`src/rtl/arith_pkg.sv`:
```
// Shared definitions for the arithmetic block set (multiplier / divider).
package arith_pkg;

  localparam int unsigned ARITH_WIDTH = 32;
  localparam int unsigned ARITH_CNT_W = $clog2(ARITH_WIDTH);

  typedef enum logic [1:0] {
    IDLE = 2'd0,
    CALC = 2'd1,
    DONE = 2'd2
  } div_state_e;

endpackage

```
`src/rtl/seq_restoring_divider_div_step.sv`:
```
// One radix-2 restoring division step: shift in the next dividend bit,
// trial-subtract the divisor, keep the difference when it does not go negative.
module div_step #(
  parameter int unsigned WIDTH = 32
) (
  input  logic [WIDTH:0]   r_i,
  input  logic             q_msb_i,
  input  logic [WIDTH-1:0] divisor_i,
  output logic [WIDTH:0]   r_o,
  output logic             q_bit_o
);

  logic [WIDTH:0] trial;
  logic           ge;

  // A set top bit in R means the shifted value already exceeds any divisor.
  always_comb begin
    trial   = {r_i[WIDTH-1:0], q_msb_i};
    ge      = r_i[WIDTH] || (trial >= {1'b0, divisor_i});
    r_o     = ge ? (trial - {1'b0, divisor_i}) : trial;
    q_bit_o = ge;
  end

endmodule

```
`src/rtl/seq_restoring_divider.sv`:
```
// Iterative 2W/W unsigned restoring divider, one quotient bit per clock,
// with start/done handshake and divide-by-zero / quotient-overflow flags.
module seq_restoring_divider
  import arith_pkg::*;
#(
  parameter int unsigned WIDTH = ARITH_WIDTH
) (
  input  logic               clk,
  input  logic               rst,
  input  logic               start,
  input  logic [2*WIDTH-1:0] dividend,
  input  logic [WIDTH-1:0]   divisor,
  output logic [WIDTH-1:0]   quotient,
  output logic [WIDTH-1:0]   remainder,
  output logic               busy,
  output logic               done,
  output logic               dbz,
  output logic               ovf
);

  localparam int unsigned CNT_W = $clog2(WIDTH);

  div_state_e       state_q;
  logic [CNT_W-1:0] cnt_q;
  logic [WIDTH:0]   r_q;
  logic [WIDTH-1:0] q_q;
  logic [WIDTH-1:0] divisor_q;
  logic [WIDTH-1:0] quotient_q;
  logic [WIDTH-1:0] remainder_q;
  logic             dbz_q;
  logic             ovf_q;
  logic             busy_q;
  logic             done_q;

  logic [WIDTH:0]   r_d;
  logic             q_bit;
  logic [WIDTH-1:0] q_d;
  logic [WIDTH-1:0] dividend_hi;
  logic [WIDTH-1:0] dividend_lo;

  assign dividend_hi = dividend[2*WIDTH-1:WIDTH];
  assign dividend_lo = dividend[WIDTH-1:0];

  // Combinational datapath for the current iteration.
  div_step #(.WIDTH(WIDTH)) u_step (
    .r_i       (r_q),
    .q_msb_i   (q_q[WIDTH-1]),
    .divisor_i (divisor_q),
    .r_o       (r_d),
    .q_bit_o   (q_bit)
  );

  assign q_d = {q_q[WIDTH-2:0], q_bit};

  // Control FSM and all result/flag registers.
  always_ff @(posedge clk) begin
    if (rst) begin
      state_q     <= IDLE;
      cnt_q       <= '0;
      r_q         <= '0;
      q_q         <= '0;
      divisor_q   <= '0;
      quotient_q  <= '0;
      remainder_q <= '0;
      dbz_q       <= 1'b0;
      ovf_q       <= 1'b0;
      busy_q      <= 1'b0;
      done_q      <= 1'b0;
    end else begin
      case (state_q)
        IDLE: begin
          done_q <= 1'b0;
          if (start) begin
            divisor_q <= divisor;
            busy_q    <= 1'b1;
            if (divisor == '0) begin
              dbz_q       <= 1'b1;
              ovf_q       <= 1'b0;
              quotient_q  <= '1;
              remainder_q <= dividend_lo;
              done_q      <= 1'b1;
              state_q     <= DONE;
            end else if (dividend_hi >= divisor) begin
              dbz_q       <= 1'b0;
              ovf_q       <= 1'b1;
              quotient_q  <= '1;
              remainder_q <= '0;
              done_q      <= 1'b1;
              state_q     <= DONE;
            end else begin
              dbz_q   <= 1'b0;
              ovf_q   <= 1'b0;
              r_q     <= {1'b0, dividend_hi};
              q_q     <= dividend_lo;
              cnt_q   <= '0;
              state_q <= CALC;
            end
          end
        end
        CALC: begin
          r_q <= r_d;
          q_q <= q_d;
          if (cnt_q == CNT_W'(WIDTH - 1)) begin
            quotient_q  <= q_d;
            remainder_q <= r_d[WIDTH-1:0];
            done_q      <= 1'b1;
            state_q     <= DONE;
          end else begin
            cnt_q <= cnt_q + CNT_W'(1);
          end
        end
        DONE: begin
          done_q  <= 1'b0;
          busy_q  <= 1'b0;
          state_q <= IDLE;
        end
        default: begin
          done_q  <= 1'b0;
          busy_q  <= 1'b0;
          state_q <= IDLE;
        end
      endcase
    end
  end

  assign quotient  = quotient_q;
  assign remainder = remainder_q;
  assign busy      = busy_q;
  assign done      = done_q;
  assign dbz       = dbz_q;
  assign ovf       = ovf_q;

endmodule

```
`config.mk`:
```
export PLATFORM = sky130hd
export DESIGN_NAME = seq_restoring_divider
export DESIGN_NICKNAME = d
export VERILOG_FILES = /design/src/rtl/arith_pkg.sv /design/src/rtl/seq_restoring_divider_div_step.sv /design/src/rtl/seq_restoring_divider.sv
export SDC_FILE = /design/constraint.sdc
export NUM_CORES = 1
export LEC_CHECK = 0
export ABC_AREA = 1
export BUFFER_PORTS_ARGS = -buffer_cell sky130_fd_sc_hd__buf_2
export CAP_MARGIN = 20
export CORE_MARGIN = 3
export CORE_UTILIZATION = 60
export CTS_BUF_LIST = sky130_fd_sc_hd__clkbuf_8
export CTS_CLUSTER_SIZE = 14
export DETAILED_ROUTE_END_ITERATION = 8
export GPL_TIMING_DRIVEN = 0
export HOLD_SLACK_MARGIN = 0.03
export PLACE_DENSITY_LB_ADDON = 0.15
export SLEW_MARGIN = 20
export SYNTH_ARGS = -nofsm -noshare
export SYNTH_HDL_FRONTEND = slang
export SYNTH_HIERARCHICAL = 1
export SYNTH_SLANG_ARGS = --single-unit
```
`constraint.sdc`:
```
create_clock -name clk -period 2.8 [get_ports clk]
set_clock_uncertainty 0.2 [all_clocks]
set_input_delay 0.28 -clock clk [delete_from_list [all_inputs] [get_ports clk]]
set_output_delay 0.28 -clock clk [all_outputs]
set_load 0.02 [all_outputs]
```
# [Yosys cells after proc, flatten, opt, wreduce, memory -nomap -nowiden]
# Cells that the tools add are included.
[word_totals] input_bits=99 out_inout_bits=68 romBits=0 mem_count=0 regBits=172 ramBits=0 latchBits=0
[op_classes] bitwise=1 shift=0 mul=0 muxes=38 div=0 n_addsub=2 order_cmp=2 eq_ne=8 reduce_logical=10
[op_table] cell="$mux 32" n=11
[op_table] cell="$pmux 32 s2" n=3
[op_table] cell="$mux 33" n=4
[op_table] cell="$pmux 33 s2" n=1
[op_table] cell="$ge 33x32->1" n=1
[op_table] cell="$sub 33x32->33" n=1
[op_table] cell="$ge 32x32->1" n=1
[op_table] cell="$logic_not 32->1" n=1
[op_table] cell="$mux 5" n=4
[op_table] cell="$ne 2x2->1 const B" n=5
[op_table] cell="$pmux 5 s2" n=1
[op_table] cell="$mux 2" n=4
[op_table] cell="$reduce_and 4->1" n=2
[op_table] cell="$mux 1" n=7
[op_table] cell="$reduce_and 2->1" n=3
[op_table] cell="$add 5x1->5 const B" n=1
[op_table] cell="$eq 5x5->1 const B" n=1
[op_table] cell="$reduce_and 5->1" n=1
[op_table] cell="$pmux 1 s2" n=2
[op_table] cell="$pmux 2 s2" n=1
[op_table] cell="$ne 3x3->1 const B" n=1
[op_table] cell="$eq 2x1->1 const B" n=1
[op_table] cell="$logic_not 2->1" n=1
[op_table] cell="$reduce_bool 2->1" n=1
[op_table] cell="2 further kinds" n=2

# [Logic depth before layout (Yosys ltp)]
[logic_depth] ltp_word=5 ltp_mapped=20 depth_no_buf=20

# [Cells and area by module]
# The synthesis kept the hierarchy.
[by_module_without_submodules] mod="seq_restoring_divider" cells_each=1304 area_each_um2=8774.7 instances=1
[by_module_without_submodules] mod="div_step" cells_each=710 area_each_um2=3314.4 instances=1

# [Worst setup path after synthesis]
# No wires, ideal clock.
[synth_timing] path_type="register to register" startpoint="register divisor_q[3]" endpoint="register remainder_q[31], in the netlist remainder[31]" t_required_ns=2.490 arrival_ns=2.108 stages_incl_launch_ff=21 n_path_buf=1 setup_slack_ns=0.382 setup_ns=0.110 path_cell_list="dfxtp_1 > inv_1 > ha_1 > nand2_1 > inv_1 > nand2_1 > nand3_2 > nand2_1 > nand2_2 > nand2_1 > nand2_2 > nand2_4 > nand2_8 > buf_6 > nand2_1 > nand2_1 > nand2_1 > a21boi_0 > nand4_1 > nand2_1 > nor2_1"
[synth_via] elab_chain_len=5
[synth_rtl] item="from (decl)" line_no="seq_restoring_divider.sv:27" source="logic [WIDTH-1:0] divisor_q;"
[synth_rtl] item="from (signal assigned)" line_no="seq_restoring_divider.sv:74" source="divisor_q <= divisor;"
[synth_rtl] item="$ge 33x32->1" line_no="seq_restoring_divider_div_step.sv:19" source="ge = r_i[WIDTH] || (trial >= {1'b0, divisor_i});"
[synth_rtl] item="$logic_or 1x1->1" line_no="seq_restoring_divider_div_step.sv:19"
[synth_rtl] item="$mux 33 *" line_no="seq_restoring_divider_div_step.sv:20" source="r_o = ge ? (trial - {1'b0, divisor_i}) : trial;"
[synth_rtl] item="named net r_d[31]" line_no="seq_restoring_divider.sv:35" source="logic [WIDTH:0] r_d;"
[synth_rtl] item="$mux 32 *" line_no="seq_restoring_divider.sv:103" source="if (cnt_q == CNT_W'(WIDTH - 1)) begin"
[synth_rtl] item="$pmux 32 s2 *" line_no="seq_restoring_divider.sv:70" source="case (state_q)"
[synth_rtl] item="to (signal assigned)" line_no="seq_restoring_divider.sv:80" source="remainder_q <= dividend_lo;"
[synth_rtl] item="to (signal assigned)" line_no="seq_restoring_divider.sv:105" source="remainder_q <= r_d[WIDTH-1:0];"
[synth_rtl] item="to (decl)" line_no="seq_restoring_divider.sv:29" source="logic [WIDTH-1:0] remainder_q;"
# Mark *: on every way through the listed nets, which the timed path passes. The rest lies on a longest branch. The select of a mux whose other input is x is not followed.
# A chain may end at the register's enable or synchronous reset.

# [Final worst setup path]
[layout_timing] startpoint="register divisor_q[4]" endpoint="register r_q[1]"
[layout_via] elab_chain_len=4
[layout_rtl] item="$ge 33x32->1" line_no="seq_restoring_divider_div_step.sv:19"
[layout_rtl] item="$logic_or 1x1->1" line_no="seq_restoring_divider_div_step.sv:19"
[layout_rtl] item="$mux 33" line_no="seq_restoring_divider_div_step.sv:20"
[layout_rtl] item="named net r_d[1]" line_no="seq_restoring_divider.sv:35"
[layout_rtl] item="$pmux 33 s2" line_no="seq_restoring_divider.sv:70"
[layout_rtl] item="to (signal assigned)" line_no="seq_restoring_divider.sv:93" source="r_q <= {1'b0, dividend_hi};"
[layout_rtl] item="to (signal assigned)" line_no="seq_restoring_divider.sv:101" source="r_q <= r_d;"
[layout_rtl] item="to (decl)" line_no="seq_restoring_divider.sv:25" source="logic [WIDTH:0] r_q;"
# The timed path passes the listed nets, and every way through them passes these cells.

==> flow_metrics.py <==
metrics = {
    "job": {
        "drv_cap": 0,
    },
    "setup_path": {
        "end_kind": "register",
        "critPathLaunchType": "register",
        "path_class": "register to register",
        "crit_required_ns": 3.00,
        "critical_path.max_fanout": 7,
        "slowest_delay_ns": 0.37,
        "crit_buf_inv": 2,
        "critical-path-top-delay-family": "simple AND/OR/NAND/NOR gates",
        "slowest_stage": "dfxtp_2",
        "cp_cell_sequence": "inv_2 > ha_4 > nand2_4 > nor2_2 > nand2_1 > nand3_2 > nand2_2 > nand2_4 > nand2_2 > nand2_2 > nand2_4 > nand2_8 > buf_8 > nand2_1 > nand2_1 > nand2_2 > nand2_1 > nand3_1 > a21oi_2",
        "worstPathArrival_ns": 3.09,
    },
    "yosys": {
        "ys.warnings.count": 6,
        "synthFlopType": "dfxtp_1",
        "synth_area_sq_um": 12100,
        "synth_edf_count": 0,
        "ys_ff_latch": 172,
        "syn_area_per_cell_sq_um": 6.00,
        "async_flop_share_pct": 0,
        "synth_nets": 2180,
        "ys_seq_area_share_pct": 28.5,
        "ys_types": 39,
        "synth_cells": 2014,
    },
    "global_routing": {
        "antenna_found_initial": 2,
        "grt_pass1_vias": 13300,
        "grt_pass1_wl_mm": 67.9,
        "overflow": 0,
        "track_usage_pct": 38.9,
        "grt_max_degree": 20,
    },
    "route": {
        "vias_per_cell": 5.67,
        "via_count": 14500,
        "first_pass_iters": 6,
        "wl_per_cell_um": 18.0,
        "ant_nets": 0,
        "dr.first_iter.drc_count": 1603,
        "drcViolationCount": 0,
        "routed_wl_mm": 46.1,
    },
    "clocking": {
        "cts_tree": "yes",
        "root_buffer": "clkbuf_8",
        "insertion_delay_ns": 0.47,
        "clock-sinks": 172,
        "cts_max_path_buffers": 2,
        "clkTransAtPathRegs_ns": 0.11,
        "htree_levels": 4,
        "cts_buffers": 17,
    },
    "pwr": {
        "ir_drop_v": 0.000486,
        "p_per_area_nw_per_um2": 722,
        "p_sw_mw": 5.35,
        "p_clk_share_pct": 16.2,
        "pwr-share-comb_pct": 55.7,
        "intPower_mw": 5.77,
        "swShare_pct": 48.1,
        "leakagePower_nw": 7.84,
        "seqPwrFrac_pct": 28.1,
    },
    "final_layout": {
        "final_nets": 2447,
        "final_common_cell": "nand2_1",
        "instances_no_fill": 2560,
        "layout_common_cells": "596 x nand2_1, 333 x inv_1, 179 x buf_2, 165 x a21oi_1, 158 x nand3_1",
        "area_growth_pct": 27.5,
        "multi_input_area_sq_um": 7620,
        "fillers": 1474,
        "final_area_sq_um": 15400,
        "register_area_sq_um": 3500,
        "drive_above_1_share_pct": 20.9,
    },
    "placed_design": {
        "port_buffers": 165,
        "hpwl_mm": 31.9,
        "dpl_cell_area_sq_um": 13200,
        "dp_cells": 2444,
        "gp_congestion": 1.06,
    },
    "hold_path": {
        "min_path_type": "input port to register",
    },
    "timing": {
        "setup_viol": 12,
        "worst_pin_slew_ns": 0.866,
        "worst_slack_ns": -0.0900,
        "slew_violations": 0,
        "timing.fmax_ghz": 0.346,
        "rsz0062_at_grt": "true",
        "relSlewSlack_pct": 42.2,
        "hold_viol": 0,
        "min_period_ns": 2.89,
        "min_period_over_period_pct": 103,
        "setup_tns_ns": -0.414,
    },
    "floorplanning": {
        "start_util_pct": 61.5,
        "die_area_sq_um": 21900,
        "coreArea_sq_um": 19700,
        "die_x_um": 148,
        "die_y_um": 148,
        "row_count": 51,
        "ios": 167,
    },
    "status": {
        "status": "finished with violations",
        "violations": "setup timing",
    },
}
-- metal layers --
| layer | global-route usage [%] | routed length, um | vias to the layer above | share of wire (%) |
|---|---|---|---|---|
| li1 | - | - | 6831 | - |
| met3 | 6.53 | 4510 | 209 | 9.8 |
| met5 | 0 | 13 | - | 0.028 |
| met4 | 18.6 | 2440 | 2 | 5.3 |
| met1 | 50.3 | 18300 | 6569 | 40 |
| met2 | 63.6 | 20800 | 897 | 45 |
-- worst reg2reg max path: cells and delay by family, from the launching register on --
kind            cells  cell delay (ns)
fa+ha+maj           1             0.30
simple gates       15             1.56
flops               1             0.37
compound gates      1             0.17
buf+inv             2             0.23
-- state kept, by name, indices dropped and copies added, names as in the netlist --
| signal | count |
|---|---|
| busy | 1 |
| cnt_q | 5 |
| dbz | 1 |
| divisor_q | 32 |
| done | 1 |
| ovf | 1 |
| q_q | 32 |
| quotient | 32 |
| r_q | 33 |
| remainder | 32 |
| state_q | 2 |
-- final cells by class --
class	instances	area share [%]
tap	265	2.15
sequential	172	22.7
inverter	360	8.79
multi-input combinational	1385	49.5
buffer	96	3.51
antenna	1	0.0162
clock inverter	15	1.19
clock buffer	17	1.52
timing repair buffer	249	10.7
-- cell families after synthesis --
family | Yosys count | share of synthesized area [%]
DFF | 172 | 28.5
adders and majority gates | 67 | 7.00
AOI/OAI and AO/OA | 279 | 12.4
xor gates and xnor gates | 16 | 1.16
and+or+nand+nor | 1023 | 35.8
buffers and inverters | 457 | 15.2
-- stage by stage --
| stage | worst slack, ns | utilization (%) | hold slack (ns) | power, mW |
|---|---|---|---|---|
| after floorplan | 0.382 | - | 0.221 | 6.62 |
| after global placement | -0.314 | 67.4 | 0.231 | 7.91 |
| after detailed placement | -0.360 | 67.4 | 0.232 | 8.01 |
| after CTS | 0.00105 | 75.4 | 0.0334 | 10.3 |
| after global routing | -0.175 | 78.4 | 0.0384 | 11.7 |
| final | -0.0900 | 78.4 | 0.0415 | 11.1 |
-- repair_timing --
action / 4_1_cts / 5_1_grt
buffers inserted: 9 / 14
gates resized for setup: 80 / 170
hold buffers: 60 / 0
gates cloned: 1 / 1
endpoints found under the setup margin: 65 / 128
hold endpoints to repair: 60 / 0
pin swaps: 16 / 44
-- power groups by stage --
stage	Clock, mW	Sequential (mW)	Combinational, mW
floorplan	0	3.31	3.31
global placement	0	3.11	4.81
detailed placement	0	3.12	4.89
CTS	1.80	3.09	5.38
global route	1.90	3.16	6.66
finish	1.81	3.13	6.19
-- path summary, 6_finish.rpt --
kind | cells after the start | slack (ns) | from | to
hold / removal | 5 | 0.04 | dividend[53] | r_q[21]$_SDFFE_PP0P_
setup reg to reg | 19 | -0.09 | divisor_q[4]$_SDFFE_PP0P_ | r_q[1]$_SDFFE_PP0P_
setup / recovery | 19 | -0.09 | divisor_q[4]$_SDFFE_PP0P_ | r_q[1]$_SDFFE_PP0P_
hold reg to reg | 2 | 0.25 | quotient[20]$_SDFFE_PP0P_ | quotient[20]$_SDFFE_PP0P_
-- cells in the mapped netlist (11+ instances only) --
library cell | count | share of area, %
dfxtp_1 | 172 | 28
o21ai_0 | 68 | 2.8
inv_1 | 346 | 11
buf_2 | 26 | 1.1
buf_1 | 13 | 0.40
buf_6 | 11 | 1.0
inv_2 | 13 | 0.40
o21a_1 | 32 | 2.0
nand3_1 | 163 | 6.7
a21oi_1 | 171 | 7.1
clkbuf_1 | 46 | 1.4
nand4_1 | 51 | 2.6
ha_1 | 66 | 6.8
nor2_1 | 109 | 3.4
xor2_1 | 15 | 1.1
nand2_1 | 662 | 21
No activity file was read; power rests on OpenSTA's default activity.
